## config.mk

```make
export PLATFORM = sky130hd
export DESIGN_NAME = reg_file_sb_flat
export DESIGN_NICKNAME = d
export VERILOG_FILES = /design/src/rtl/reg_file_sb_if.sv /design/src/rtl/reg_file_sb.sv /design/src/flat_wrapper.sv
export SDC_FILE = /design/constraint.sdc
export NUM_CORES = 1
export LEC_CHECK = 0
export CORE_MARGIN = 2
export CORE_UTILIZATION = 49
export DETAILED_ROUTE_END_ITERATION = 6
export PLACE_DENSITY = 0.74
export SLEW_MARGIN = 10
export SYNTH_ARGS = -nofsm -noshare
export SYNTH_HDL_FRONTEND = slang
export SYNTH_SLANG_ARGS = --single-unit
```

## constraint.sdc

```tcl
create_clock -name clk -period 2.4 [get_ports clk]
set_input_delay 0.72 -clock clk [delete_from_list [all_inputs] [get_ports clk]]
set_output_delay 0.72 -clock clk [all_outputs]
set_load 0.02 [all_outputs]
```

## src/rtl/reg_file_sb_if.sv

```systemverilog
// Register-file bus: read ports, write port, reservation port and busy status.
// The master is the issue/writeback side; the slave is the register file.
interface reg_file_sb_if #(
    parameter int WIDTH = 16,
    parameter int AW    = 2
);
    logic [AW-1:0]    rn_1;
    logic [AW-1:0]    rn_2;
    logic [WIDTH-1:0] rd_1;
    logic [WIDTH-1:0] rd_2;
    logic             busy_1;
    logic             busy_2;
    logic             w;
    logic [AW-1:0]    wn;
    logic [WIDTH-1:0] wd;
    logic             rsv;
    logic [AW-1:0]    rsv_n;
    logic             rsv_ack;
    logic             any_busy;

    modport master (
        output rn_1, rn_2, w, wn, wd, rsv, rsv_n,
        input  rd_1, rd_2, busy_1, busy_2, rsv_ack, any_busy
    );

    modport slave (
        input  rn_1, rn_2, w, wn, wd, rsv, rsv_n,
        output rd_1, rd_2, busy_1, busy_2, rsv_ack, any_busy
    );
endinterface

```

## src/rtl/reg_file_sb.sv

```systemverilog
// Register file with write-through bypass and per-register busy scoreboard (REG_FILE_SB_ZERO_REG_EN hardwires reg 0 to zero).
// Latency: reads 0 cycles, write and reserve land on the next rising edge.
// Backpressure: none on reads/writes; a reserve of a busy register is refused (rsv_ack=0) and must be retried.
module reg_file_sb #(
    parameter int               WIDTH     = 16,
    parameter int               AW        = 2,
    parameter logic [WIDTH-1:0] RESET_VAL = '0
) (
    input logic          clk,
    input logic          rst,
    reg_file_sb_if.slave rf
);
    localparam int NREGS = 2 ** AW;

`ifdef REG_FILE_SB_ZERO_REG_EN
    localparam bit ZERO_REG = 1'b1;
`else
    localparam bit ZERO_REG = 1'b0;
`endif

    logic [WIDTH-1:0] regs [NREGS];
    logic [NREGS-1:0] busy;
    logic [NREGS-1:0] busy_eff;
    logic             wr_en;

    assign wr_en = rf.w && !rst && !(ZERO_REG && rf.wn == '0);

    // A write in flight releases its register's owner in the same cycle.
    always_comb begin
        busy_eff = '0;
        for (int i = 0; i < NREGS; i++) begin
            busy_eff[i] = busy[i] && !(wr_en && rf.wn == AW'(i));
        end
    end

    always_comb begin
        rf.rd_1 = regs[rf.rn_1];
        if (wr_en && rf.wn == rf.rn_1) begin
            rf.rd_1 = rf.wd;
        end
        if (ZERO_REG && rf.rn_1 == '0) begin
            rf.rd_1 = '0;
        end
    end

    always_comb begin
        rf.rd_2 = regs[rf.rn_2];
        if (wr_en && rf.wn == rf.rn_2) begin
            rf.rd_2 = rf.wd;
        end
        if (ZERO_REG && rf.rn_2 == '0) begin
            rf.rd_2 = '0;
        end
    end

    assign rf.busy_1   = busy_eff[rf.rn_1];
    assign rf.busy_2   = busy_eff[rf.rn_2];
    assign rf.rsv_ack  = rf.rsv && !rst && !busy_eff[rf.rsv_n]
                         && !(ZERO_REG && rf.rsv_n == '0);
    assign rf.any_busy = |busy;

    // The reserve is applied after the write so a same-address pair ends busy.
    always_ff @(posedge clk) begin
        if (rst) begin
            for (int i = 0; i < NREGS; i++) begin
                regs[i] <= (ZERO_REG && i == 0) ? '0 : RESET_VAL;
            end
            busy <= '0;
        end else begin
            if (wr_en) begin
                regs[rf.wn] <= rf.wd;
                busy[rf.wn] <= 1'b0;
            end
            if (rf.rsv_ack) begin
                busy[rf.rsv_n] <= 1'b1;
            end
        end
    end
endmodule

```

## src/flat_wrapper.sv

```systemverilog
// flat-port wrapper written by rule: the top's interface ports become plain ports
module reg_file_sb_flat 
#(
    parameter int               WIDTH     = 16,
    parameter int               AW        = 2,
    parameter logic [WIDTH-1:0] RESET_VAL = '0
)
  (clk, rst, rf_rn_1, rf_rn_2, rf_w, rf_wn, rf_wd, rf_rsv, rf_rsv_n, rf_rd_1, rf_rd_2, rf_busy_1, rf_busy_2, rf_rsv_ack, rf_any_busy);
  reg_file_sb_if #(.WIDTH(WIDTH), .AW(AW)) rf_i ();
  input logic clk;
  input logic rst;
  input wire logic [$bits(rf_i.rn_1)-1:0] rf_rn_1;
  input wire logic [$bits(rf_i.rn_2)-1:0] rf_rn_2;
  input wire logic [$bits(rf_i.w)-1:0] rf_w;
  input wire logic [$bits(rf_i.wn)-1:0] rf_wn;
  input wire logic [$bits(rf_i.wd)-1:0] rf_wd;
  input wire logic [$bits(rf_i.rsv)-1:0] rf_rsv;
  input wire logic [$bits(rf_i.rsv_n)-1:0] rf_rsv_n;
  output wire logic [$bits(rf_i.rd_1)-1:0] rf_rd_1;
  output wire logic [$bits(rf_i.rd_2)-1:0] rf_rd_2;
  output wire logic [$bits(rf_i.busy_1)-1:0] rf_busy_1;
  output wire logic [$bits(rf_i.busy_2)-1:0] rf_busy_2;
  output wire logic [$bits(rf_i.rsv_ack)-1:0] rf_rsv_ack;
  output wire logic [$bits(rf_i.any_busy)-1:0] rf_any_busy;
  assign rf_i.rn_1 = rf_rn_1;
  assign rf_i.rn_2 = rf_rn_2;
  assign rf_i.w = rf_w;
  assign rf_i.wn = rf_wn;
  assign rf_i.wd = rf_wd;
  assign rf_i.rsv = rf_rsv;
  assign rf_i.rsv_n = rf_rsv_n;
  assign rf_rd_1 = rf_i.rd_1;
  assign rf_rd_2 = rf_i.rd_2;
  assign rf_busy_1 = rf_i.busy_1;
  assign rf_busy_2 = rf_i.busy_2;
  assign rf_rsv_ack = rf_i.rsv_ack;
  assign rf_any_busy = rf_i.any_busy;
  reg_file_sb #(.WIDTH(WIDTH), .AW(AW), .RESET_VAL(RESET_VAL)) u_core (.clk(clk), .rst(rst), .rf(rf_i));
endmodule
```

* After elaboration in Yosys (flattened, before gate mapping)
Memories as Yosys holds them, arrays and structs flattened.
Index checks and enable logic that the tools add are counted.
** Storage, ports and cells
- Register bits :: 4
- RAM bits :: 64
- Input bits :: 28
- Memories :: 1
** Memory list
- u_core.regs :: depth 4, width 16, read ports 2, clocked after memory_dff 0, write ports 4, line reg_file_sb.sv:21 : logic [WIDTH-1:0] regs [NREGS];
** Cells by class
- Order comparisons :: 6
- Equality and inequality tests :: 5
- Mux-type cells :: 23
- Bitwise gates (word level) :: 3
- Reduce and logical (&&, ||, !) cells :: 24
** Operators by type and width (count)
- two-way mux 16 bit :: 3
- OR reduction 16 bit :: 1
- logical AND 1 bit :: 15
- < comparator 2 x 3 -> 1 bit, second input constant :: 4
- two-way mux 4 bit :: 3
- two-way mux 1 bit :: 11
- binary-select mux 1 bit (select 2 bit) :: 3
- zero test 1 bit :: 6
- bitwise AND 4 bit :: 1
- demux 1 bit (select 2 bit) :: 2
- equality test 2 bit :: 2
- equality test 2 bit, second input constant :: 2
- greater-or-equal comparator 2 x 1 -> 1 bit, second input constant :: 2
- NOT 4 bit :: 1
- bitwise OR 4 bit :: 1
- OR reduction 4 bit :: 1
- equality test 2 x 1 -> 1 bit, second input constant :: 1
- zero test 2 bit :: 1
- two-way mux 2 bit :: 1

* Longest topological paths before layout
Gate-level depths: netlist of run 1.
- Depth in word-level cells :: 10
- Mapped depth :: 5

* Worst setup path after synthesis of run 1
No wires, ideal clock.
- Path type :: input -> output
- From :: input port rf_rn_1[0]
- To :: output port rf_rd_1[10]
- Data arrival time :: 1.864 ns
- Slack :: -0.184 ns
- Cell stages on the path :: 4
- Cell sequence :: buf_6 > buf_6 > mux4_1 > mux2_2
** Between the ends
- Word-level cells in the longest chain between the ends :: 3
- Elaborated cells between the ends (all ways) :: 4
- Classes of those cells :: eq/ne (1); mux (1); reduce/logical (1); memory (1)
** Ends and longest elaborated chain
- from (decl) :: line flat_wrapper.sv:12 : input wire logic [$bits(rf_i.rn_1)-1:0] rf_rn_1;
- branches (longest 2 deep; another with memory (4 x 16 bit))
- two-way mux 16 bit * :: line reg_file_sb.sv:38 : if (wr_en && rf.wn == rf.rn_1) begin
- to (decl) :: line flat_wrapper.sv:19 : output wire logic [$bits(rf_i.rd_1)-1:0] rf_rd_1;
Mark *: on every way between the ends.

* Worst setup path in the final report of run 1
- From :: input port rf_wn[1]
- To :: output port rf_busy_1
** Between the ends
- Word-level cells in the longest chain between the ends :: 6
- Elaborated cells between the ends (all ways) :: 18
- Classes of those cells :: eq/ne (3); mux (2); reduce/logical (13)
** Ends and longest elaborated chain
- from (decl) :: line flat_wrapper.sv:15 : input wire logic [$bits(rf_i.wn)-1:0] rf_wn;
- equality test 2 x 1 -> 1 bit (tied with other cells) :: line reg_file_sb.sv:32 : busy_eff[i] = busy[i] && !(wr_en && rf.wn == AW'(i));
- logical AND 1 bit :: line reg_file_sb.sv:32
- zero test 1 bit :: line reg_file_sb.sv:32
- logical AND 1 bit :: line reg_file_sb.sv:32
- binary-select mux 1 bit (select 2 bit) * :: line reg_file_sb.sv:56 : assign rf.busy_1 = busy_eff[rf.rn_1];
- two-way mux 1 bit (not written as such) * :: line reg_file_sb.sv:56
- to (decl) :: line flat_wrapper.sv:21 : output wire logic [$bits(rf_i.busy_1)-1:0] rf_busy_1;
Every way passes the cells marked *; elsewhere a longest branch is shown, timed or not. The select of a mux whose other input is x is not followed.

==> results.toml, run 1 <==
[timing]
tightest_slew_ns = 0.311
slew_headroom_pct = 79.3
fmax_mhz = 372
setup_tns_ns = -7.70
hold_violations = 0
setup_ws_ns = -0.287
skew_ns = 0
period_share_pct = 112
hold_slack_ns = 0.560
finalSetupViolCount = 35
min_period_ns = 2.69
rsz0062_at_grt = "true"
drv_slew = 0

[worst_setup_path]
cpMaxStageDelayCell = "mux4_2"
crit_start = "rf_wn[1]"
cpMostUsedCell = "buf_6"
crit_fanout = 4
regToRegEndpoint = "u_core.busy[0]$_SDFF_PP0_"
worstSetupEndpointType = "output pin"
r2r_slack_ns = 1.24
cp-start-kind = "input pin"
rr_startpoint = "u_core.busy[0]$_SDFF_PP0_"
critPathMaxStageDelay_ns = 0.50
crit_end = "rf_busy_1"
required_ns = 1.68
arrival_ns = 1.97
crit_chain = "buf_8 -> buf_6 -> nor4b_4 -> nor2b_2 -> mux4_2 -> buf_6"
reg2regPathDepth = 5
crit_type = "in2out"

[global_route]
grt_pass1_vias = 2847
antenna_found_initial = 0
grt_max_degree = 20
grt.overflow.total = 0
grt_pass1_wl_um = 15900
grtUsageTotal_pct = 24.6

[layout]
area_growth_pct = 45.3
nFillCells = 509
instances_no_fill = 486
postLayoutCoreUtil_pct = 72.9
diodes = 0
fin_nets = 404
drive_gt1_share_pct = 56.7

[logic_synthesis]
synthAdderAreaFrac_pct = 0
avgSynthCellArea_um2 = 15.9
synth_seq_area_share_pct = 49.0
synth_nets = 285
yosysMostFrequentCell = "edfxtp_1"
synth_top_area_share_pct = 47.1
synth-main-ff-cell = "edfxtp_1"
synth_commonest_cells = "64 x edfxtp_1, 58 x and2_1, 32 x mux2_2, 20 x mux4_1, 14 x mux4_2"
yosys.area_share.simple_pct = 14.9
synth_warnings = 0
async_flop_share_pct = 0
synthCells = 257
synth_edf_count = 64
yosysTopAreaCell = "edfxtp_1"
synth-compound-area-share_pct = 1.53
syn_area_um2 = 4080
synth_top_family_by_area = "multiplexers"
ys_types = 36
synthMuxAreaShare_pct = 29.4
ys_ff_latch = 68
synth_xor_area_share_pct = 0.858
synth_area_leaders = "edfxtp_1 47%, mux4_1 13%, and2_1 8.9%"

[clock_network]
cts_tree = "yes"
cts_made_buffers = 9
cts.sinks = 68
clk_latency_ns = 0.34
cts_buffer_depth = 2
clockRootBuffer = "clkbuf_8"
clkTransAtPathRegs_ns = 0.07
htree_num_levels = 3

[placement]
placed_cells = 454
port_buffers = 63
hpwl_um = 6250
gp_congestion = 0.817

[power]
peakVddDrop_mv = 0.276
p_per_area_nw_per_um2 = 590
p_leak_nw = 2.42
power_mw = 3.50

[floorplanning]
start_util_pct = 50.2
dieArea_um2 = 9080
ios = 64
die_w_um = 95.3
die_y_um = 95.3
rows = 33
fp.coreArea_um2 = 8130

[route]
wl_per_cell_um = 21.6
num_vias = 2750
postRouteAntennaNets = 0
routed_wl_um = 10500
drc = 0
drt_iter0_markers = 190
first_pass_iters = 4
viasPerCell = 5.66

[worst_hold_path]
hold_path_class = "reg2reg"

[run]
maxCapViolations = 0

[run_status]
status = "finished, violations left"
violations = "setup timing"
-- worst max-delay path, delay by kind of cell --
kind | cells | cell delay (ns)
buf+inv | 3 | 0.36
mux | 1 | 0.50
simple gates | 2 | 0.38
-- cells in the final DEF, fill, tap and decap left out, types with 2 or more instances in the layout --
cell             synthesis  final
clkinv_1                 0      2
or2_2                    3      3
nand2_1                  2      2
nand2b_1                 2      2
and2_2                   6      6
edfxtp_1                64     64
nor2b_2                  2      2
buf_4                    0     37
dlygate4sd2_1            0      3
buf_6                    8     50
nor3b_1                  4      2
clkdlybuf4s50_1          0     16
buf_16                   0      3
xnor2_4                  0      3
bufinv_16                0      3
mux4_2                  14     33
clkbuf_8                 3      9
mux2_4                   0     31
nand3_4                  0      2
buf_12                   0     16
dfxtp_1                  4      4
o21ba_2                  3      3
and2_1                  58     58
-- flip-flops by register name, indices dropped and copies added, names as in the netlist --
signal	flops
u_core.busy	4
u_core.regs	64
-- worst min-delay path by stage --
| stage | depth (start not counted) | to | slack [ns] | start |
|---|---|---|---|---|
| 2_1_floorplan | 2 | u_core.busy[2]$_SDFF_PP0_ | 0.46 | u_core.busy[2]$_SDFF_PP0_ |
| 3_3_place_gp | 2 | u_core.busy[2]$_SDFF_PP0_ | 0.50 | u_core.busy[2]$_SDFF_PP0_ |
| 3_5_place_dp | 2 | u_core.busy[2]$_SDFF_PP0_ | 0.53 | u_core.busy[2]$_SDFF_PP0_ |
| 4_1_cts | 2 | u_core.busy[2]$_SDFF_PP0_ | 0.54 | u_core.busy[2]$_SDFF_PP0_ |
| 5_1_grt | 2 | u_core.busy[2]$_SDFF_PP0_ | 0.60 | u_core.busy[2]$_SDFF_PP0_ |
| 6_report | 2 | u_core.busy[2]$_SDFF_PP0_ | 0.56 | u_core.busy[2]$_SDFF_PP0_ |
-- routing by layer --
layer | track usage, % | up-vias | share of wire, %
li1 | - | 1229 | -
met1 | 32.5 | 1389 | 40
met2 | 41.6 | 116 | 52
met3 | 4.11 | 16 | 5.8
met4 | 8.09 | 0 | 1.6
met5 | 0 | - | 0
-- report_power, final --
part	leakage (nW)	total [mW]	switching [mW]	internal [mW]
registers	0.655	1.43	0.0451	1.39
clock network	0.115	1.13	0.442	0.687
logic	1.65	0.937	0.383	0.555
total	2.42	3.50	0.870	2.63
-- kinds of logic after synthesis --
kind of cell,Yosys count
AOI/OAI and AO/OA,8
xor gates and xnor gates,4
buffers and inverters,22
DFF,68
muxes,66
and+or+nand+nor,89
-- final cells by class --
cell class,instances,area [µm²],area share (%)
inverters,1,3.75,0.0633
multi-input cells,167,2070,34.9
flip-flops and latches,68,2000,33.8
clock inverters,7,114,1.92
repair buffers,129,1490,25.1
well taps,105,131,2.22
clock buffers,9,124,2.09
-- per-stage QoR --
step                area [µm²]  setup WS, ns
floorplan                 4190        -0.156
global placement          5250         -1.15
detailed placement        5250         -1.15
CTS                       5860        -0.273
global route              5930        -0.353
finish                    5930        -0.287
-- what timing repair did --
action / in CTS / in global routing
gates resized for setup: 306 / 14
buffers inserted: 12 / 5
hold buffers: 0 / 0
gates cloned: 4 / 1
endpoints found under the setup margin: 36 / 35
pin swaps: 12 / 4
(Power assumes the default switching activity.)
==> run 2, diff against run 1 <==
--- a/config.mk
+++ b/config.mk
@@ -13,3 +13,4 @@
 export SYNTH_ARGS = -nofsm -noshare
 export SYNTH_HDL_FRONTEND = slang
 export SYNTH_SLANG_ARGS = --single-unit
+export TNS_END_PERCENT = 30
==> results.toml, run 2 (synthesized netlist as in run 1, its figures left out) <==
[floorplanning]
fp.coreArea_um2 = 8130
rows = 33
dieArea_um2 = 9080
die_w_um = 95.3
die_y_um = 95.3
ios = 64
start_util_pct = 50.2

[worst_setup_path]
rr_startpoint = "u_core.busy[0]$_SDFF_PP0_"
crit_fanout = 7
arrival_ns = 1.98
required_ns = 1.68
crit_type = "in2out"
cp-start-kind = "input pin"
worstSetupEndpointType = "output pin"
crit_start = "rf_rn_1[0]"
reg2regPathDepth = 5
r2r_slack_ns = 1.25
regToRegEndpoint = "u_core.busy[0]$_SDFF_PP0_"

[power]
internal_power_mw = 2.39
p_per_area_nw_per_um2 = 554
pwr-share-seq_pct = 44.3
p_sw_share_pct = 26.1
power_mw = 3.23
combPwrFrac_pct = 28.1
power_switching_uw = 843
peakVddDrop_mv = 0.400
p_clk_share_pct = 27.6
p_leak_nw = 2.38

[route]
routed_wl_um = 10200
wl_per_cell_um = 20.8
viasPerCell = 5.53
drc = 0
drt_iter0_markers = 199
first_pass_iters = 4
postRouteAntennaNets = 0
num_vias = 2717

[clock_network]
ctsHoldBuffers = 0
cts_buffer_depth = 2
htree_num_levels = 3
clk_latency_ns = 0.33
cts_tree = "yes"
clkTransAtPathRegs_ns = 0.07
cts_made_buffers = 9
cts.sinks = 68
clockRootBuffer = "clkbuf_8"

[placement]
gp_congestion = 0.841
place_ws_ns = -1.20
port_buffers = 63
hpwl_um = 6310

[layout]
largest_reg_flops = 64
final_common_cell = "edfxtp_1"
nFillCells = 520
diodes = 0
top_register = "u_core.regs"
reg_top3 = "u_core.regs: 64 flops, u_core.busy: 4 flops"
area_growth_pct = 42.8
layout_common_cells = "64 x edfxtp_1, 58 x and2_1, 44 x buf_4"
fin_nets = 409
drive_gt1_share_pct = 55.7

[timing]
hold_violations = 0
drv_slew = 0
period_share_pct = 113
finalSetupViolCount = 35
tightest_slew_ns = 0.489
setup_ws_ns = -0.303
min_period_ns = 2.70
skew_ns = 0
slew_headroom_pct = 67.4
rsz0062_at_grt = "true"
fmax_mhz = 370

[run_status]
violations = "setup timing"
status = "finished, violations left"

[global_route]
grtUsageTotal_pct = 24.1
grt.overflow.total = 0
grt_max_degree = 19
antenna_found_initial = 0
grt_pass1_wl_um = 15500
grt_pass1_vias = 2866

[worst_hold_path]
hold_end = "u_core.busy[2]$_SDFF_PP0_"
min_from = "u_core.busy[2]$_SDFF_PP0_"
hold_depth = 2
hold_path_class = "reg2reg"

[run]
maxCapViolations = 0
==> run 2: how the worst max path moves through the flow <==
stage                   to
2_1_floorplan    rf_busy_1
3_3_place_gp     rf_busy_2
3_5_place_dp   rf_rd_1[10]
4_1_cts          rf_busy_2
5_1_grt         rf_rd_1[5]
6_report        rf_rd_1[5]
==> run 2: timing repair <==
| action | 4_1_cts | 5_1_grt |
|---|---|---|
| pin swaps | 8 | 4 |
| gates cloned | 6 | 0 |
| setup buffers | 10 | 3 |
| setup endpoints to repair | 52 | 35 |
| resized for setup | 286 | 31 |
==> run 2: worst max-delay path, stage by stage <==
cell and delay (ns):
buf_12 0.11, buf_12 0.14, xnor2_4 0.19, nand3_4 0.10
buf_6 0.14, buf_8 0.13, mux2_4 0.31, buf_6 0.13
==> run 2: power groups by stage <==
stage / logic (mW) / registers [mW] / clock network [mW]
final: 0.907 / 1.43 / 0.892
after global placement: 0.770 / 1.44 / 0
after detailed placement: 0.778 / 1.45 / 0
after CTS: 0.871 / 1.43 / 0.896
after global routing: 0.956 / 1.44 / 0.957
after floorplan: 0.448 / 1.43 / 0
==> run 2: final cells by class <==
class                   count  area [µm²]  share of cell area [%]
repair buffers            134        1480                    25.4
multi-input cells         167        2030                    34.8
inverters                   1        3.75                  0.0644
clock buffers              10         128                    2.19
clock inverters             6        55.1                   0.944
flip-flops and latches     68        2000                    34.3
well taps                 105         131                    2.25
==> run 2: layer usage <==
metal	vias to the layer above	GRT usage [%]	wire (µm)
li1	1240	-	-
met1	1369	31.2	4000
met2	91	42.3	5440
met3	17	4.03	517
met4	0	6.40	233
met5	-	0	0
==> run 2: per-stage QoR <==
stage | util [%] | setup TNS, ns | instance area (µm²) | std cells | hold WS (ns)
after global routing | 71.7 | -9.64 | 5830 | 491 | 0.548
after floorplan | - | -2.08 | 4140 | 257 | 0.464
after global placement | 63.7 | -54.84 | 5180 | 458 | 0.488
final | 71.7 | -8.69 | 5830 | 491 | 0.524
after CTS | 70.4 | -8.35 | 5720 | 490 | 0.523
after detailed placement | 63.7 | -55.68 | 5180 | 458 | 0.513
==> run 3, diff against run 2 <==
--- a/config.mk
+++ b/config.mk
@@ -5,6 +5,7 @@
 export SDC_FILE = /design/constraint.sdc
 export NUM_CORES = 1
 export LEC_CHECK = 0
+export ABC_AREA = 1
 export CORE_MARGIN = 2
 export CORE_UTILIZATION = 49
 export DETAILED_ROUTE_END_ITERATION = 6
==> results.toml, run 3 <==
[timing]
skew_ns = 0.00466
setup_ws_ns = -0.243
period_share_pct = 110
finalSetupViolCount = 35
min_period_ns = 2.64
tightest_slew_ns = 0.391
fmax_mhz = 378
rsz0062_at_grt = "true"
drv_slew = 0
hold_violations = 0
setup_tns_ns = -6.52
slew_headroom_pct = 73.7

[route]
drc = 0
first_pass_iters = 5
routed_wl_um = 13300
viasPerCell = 5.71
postRouteAntennaNets = 0
num_vias = 4223
wl_per_cell_um = 18.0
drt_iter0_markers = 323

[global_route]
grt_pass1_wl_um = 20700
grt_max_degree = 34
antenna_found_initial = 0
grtUsageTotal_pct = 31.1
grt.overflow.total = 0
grt_pass1_vias = 4201

[worst_hold_path]
hold_path_class = "reg2reg"

[logic_synthesis]
syn_area_um2 = 3910
yosys.area_share.simple_pct = 17.1
avgSynthCellArea_um2 = 7.83
synth_xor_area_share_pct = 0
synth_nets = 527
yosysTopAreaCell = "edfxtp_1"
synth-compound-area-share_pct = 23.2
ys_types = 22
synthAdderAreaFrac_pct = 0
synth_warnings = 0
yosysMostFrequentCell = "nor2_1"
synthMuxAreaShare_pct = 0
ys_ff_latch = 68
synth_area_leaders = "edfxtp_1 49%, o21ai_0 13%, nor2_1 10%"
synthCells = 499
synth_top_area_share_pct = 49.2
synth_seq_area_share_pct = 51.2
async_flop_share_pct = 0
synth_edf_count = 64
synth_top_family_by_area = "compound AO/OA/AOI/OAI gates"
synth-main-ff-cell = "edfxtp_1"
synth_commonest_cells = "105 x nor2_1, 98 x o21ai_0, 64 x edfxtp_1, 53 x nand2_1, 47 x inv_1"

[run]
maxCapViolations = 0

[layout]
nFillCells = 505
largest_reg_flops = 64
layout_common_cells = "104 x nor2_1, 79 x o21ai_0, 76 x buf_4"
final_common_cell = "nor2_1"
diodes = 0
fin_nets = 661
instances_no_fill = 740
stdcell_area_um2 = 6070
drive_gt1_share_pct = 35.4
postLayoutCoreUtil_pct = 78.6
top_register = "u_core.regs"
reg_top3 = "u_core.regs: 64 flops, u_core.busy: 4 flops"
area_growth_pct = 55.3

[run_status]
status = "finished, violations left"
violations = "setup timing"

[worst_setup_path]
crit_type = "in2out"
arrival_ns = 1.92
required_ns = 1.68
crit_fanout = 7
cp-start-kind = "input pin"
worstSetupEndpointType = "output pin"
r2r_slack_ns = 1.30

[clock_network]
ctsHoldBuffers = 0
clkTransAtPathRegs_ns = 0.07
cts.sinks = 68
clk_latency_ns = 0.34
cts_buffer_depth = 2
cts_tree = "yes"
cts_made_buffers = 9
clockRootBuffer = "clkbuf_8"
htree_num_levels = 3

[placement]
hpwl_um = 8300
placed_cells = 711
port_buffers = 63
gp_congestion = 0.891
place_area_um2 = 5410

[floorplanning]
dieArea_um2 = 8710
die_w_um = 93.3
start_util_pct = 50.6
rows = 32
fp.coreArea_um2 = 7730
die_y_um = 93.3
ios = 64

[power]
p_leak_nw = 2.56
peakVddDrop_mv = 0.390
power_mw = 3.62
p_per_area_nw_per_um2 = 596
## run 3: cell types whose count changed after synthesis, moves of 9 or more
cell | before | now
a21oi_1 | 1 | 36
mux4_2 | 14 | 0
o21ai_0 | 1 | 98
o21ai_1 | 0 | 34
mux2_2 | 32 | 0
buf_2 | 0 | 9
nor2_1 | 1 | 105
mux4_1 | 20 | 0
clkbuf_1 | 8 | 21
inv_1 | 1 | 47
and2_1 | 58 | 0
nand2_1 | 2 | 53
## run 3: power by group
group,internal [mW],switching (mW),total [mW]
logic,0.415,0.523,0.938
registers,1.38,0.0441,1.43
clock network,0.792,0.461,1.25
## run 3: layer usage
metal	up-vias	track usage [%]	routed length, µm
met2	259	54.3	6950
met4	0	17.9	479
met1	1962	36.3	4750
met3	44	4.59	1110
li1	1958	-	-
met5	-	0	0
## run 3: cell families (layout without fill, tap and decap cells)
| kind of cell | Yosys count | in the layout |
|---|---|---|
| and+or+nand+nor | 171 | 171 |
| DFF | 68 | 68 |
| AOI/OAI and AO/OA | 175 | 175 |
| buffers and inverters | 85 | 224 |
## run 3: worst max-delay path, stage by stage
cell,delay (ns)
buf_8,0.10
nor2_4,0.10
inv_2,0.07
a21oi_2,0.14
o2111ai_4,0.19
buf_12,0.20
buf_16,0.15
nand2_2,0.06
o21ai_2,0.06
buf_6,0.13
## run 3: repair_timing
action / in CTS / in global routing
setup buffers: 8 / 1
gates cloned: 5 / 0
pin swaps: 10 / 5
gates resized for setup: 281 / 40
setup endpoints to repair: 36 / 35
## run 3: worst paths after layout
path,end,cells after the start,startpoint
max,rf_rd_1[15],10,rst
min reg2reg,u_core.busy[1]$_SDFF_PP0_,2,u_core.busy[1]$_SDFF_PP0_
max reg2reg,u_core.busy[1]$_SDFF_PP0_,6,u_core.busy[1]$_SDFF_PP0_
min,u_core.busy[1]$_SDFF_PP0_,2,u_core.busy[1]$_SDFF_PP0_
## run 3: layout make-up
type                    count  area (µm²)  share of cell area (%)
flip-flops and latches     68        2000                    33.0
clock buffers               9         124                    2.04
repair buffers            156        1500                    24.7
well taps                 102         128                    2.10
clock inverters             7         139                    2.29
multi-input cells         346        1980                    32.6
inverters                  52         201                    3.32
## run 3: metrics by stage
step / hold slack [ns] / worst slack [ns]
final: 0.561 / -0.243
after global placement: 0.528 / -1.06
after CTS: 0.548 / -0.244
after detailed placement: 0.538 / -1.08
after global routing: 0.587 / -0.296
after floorplan: 0.481 / -0.0785
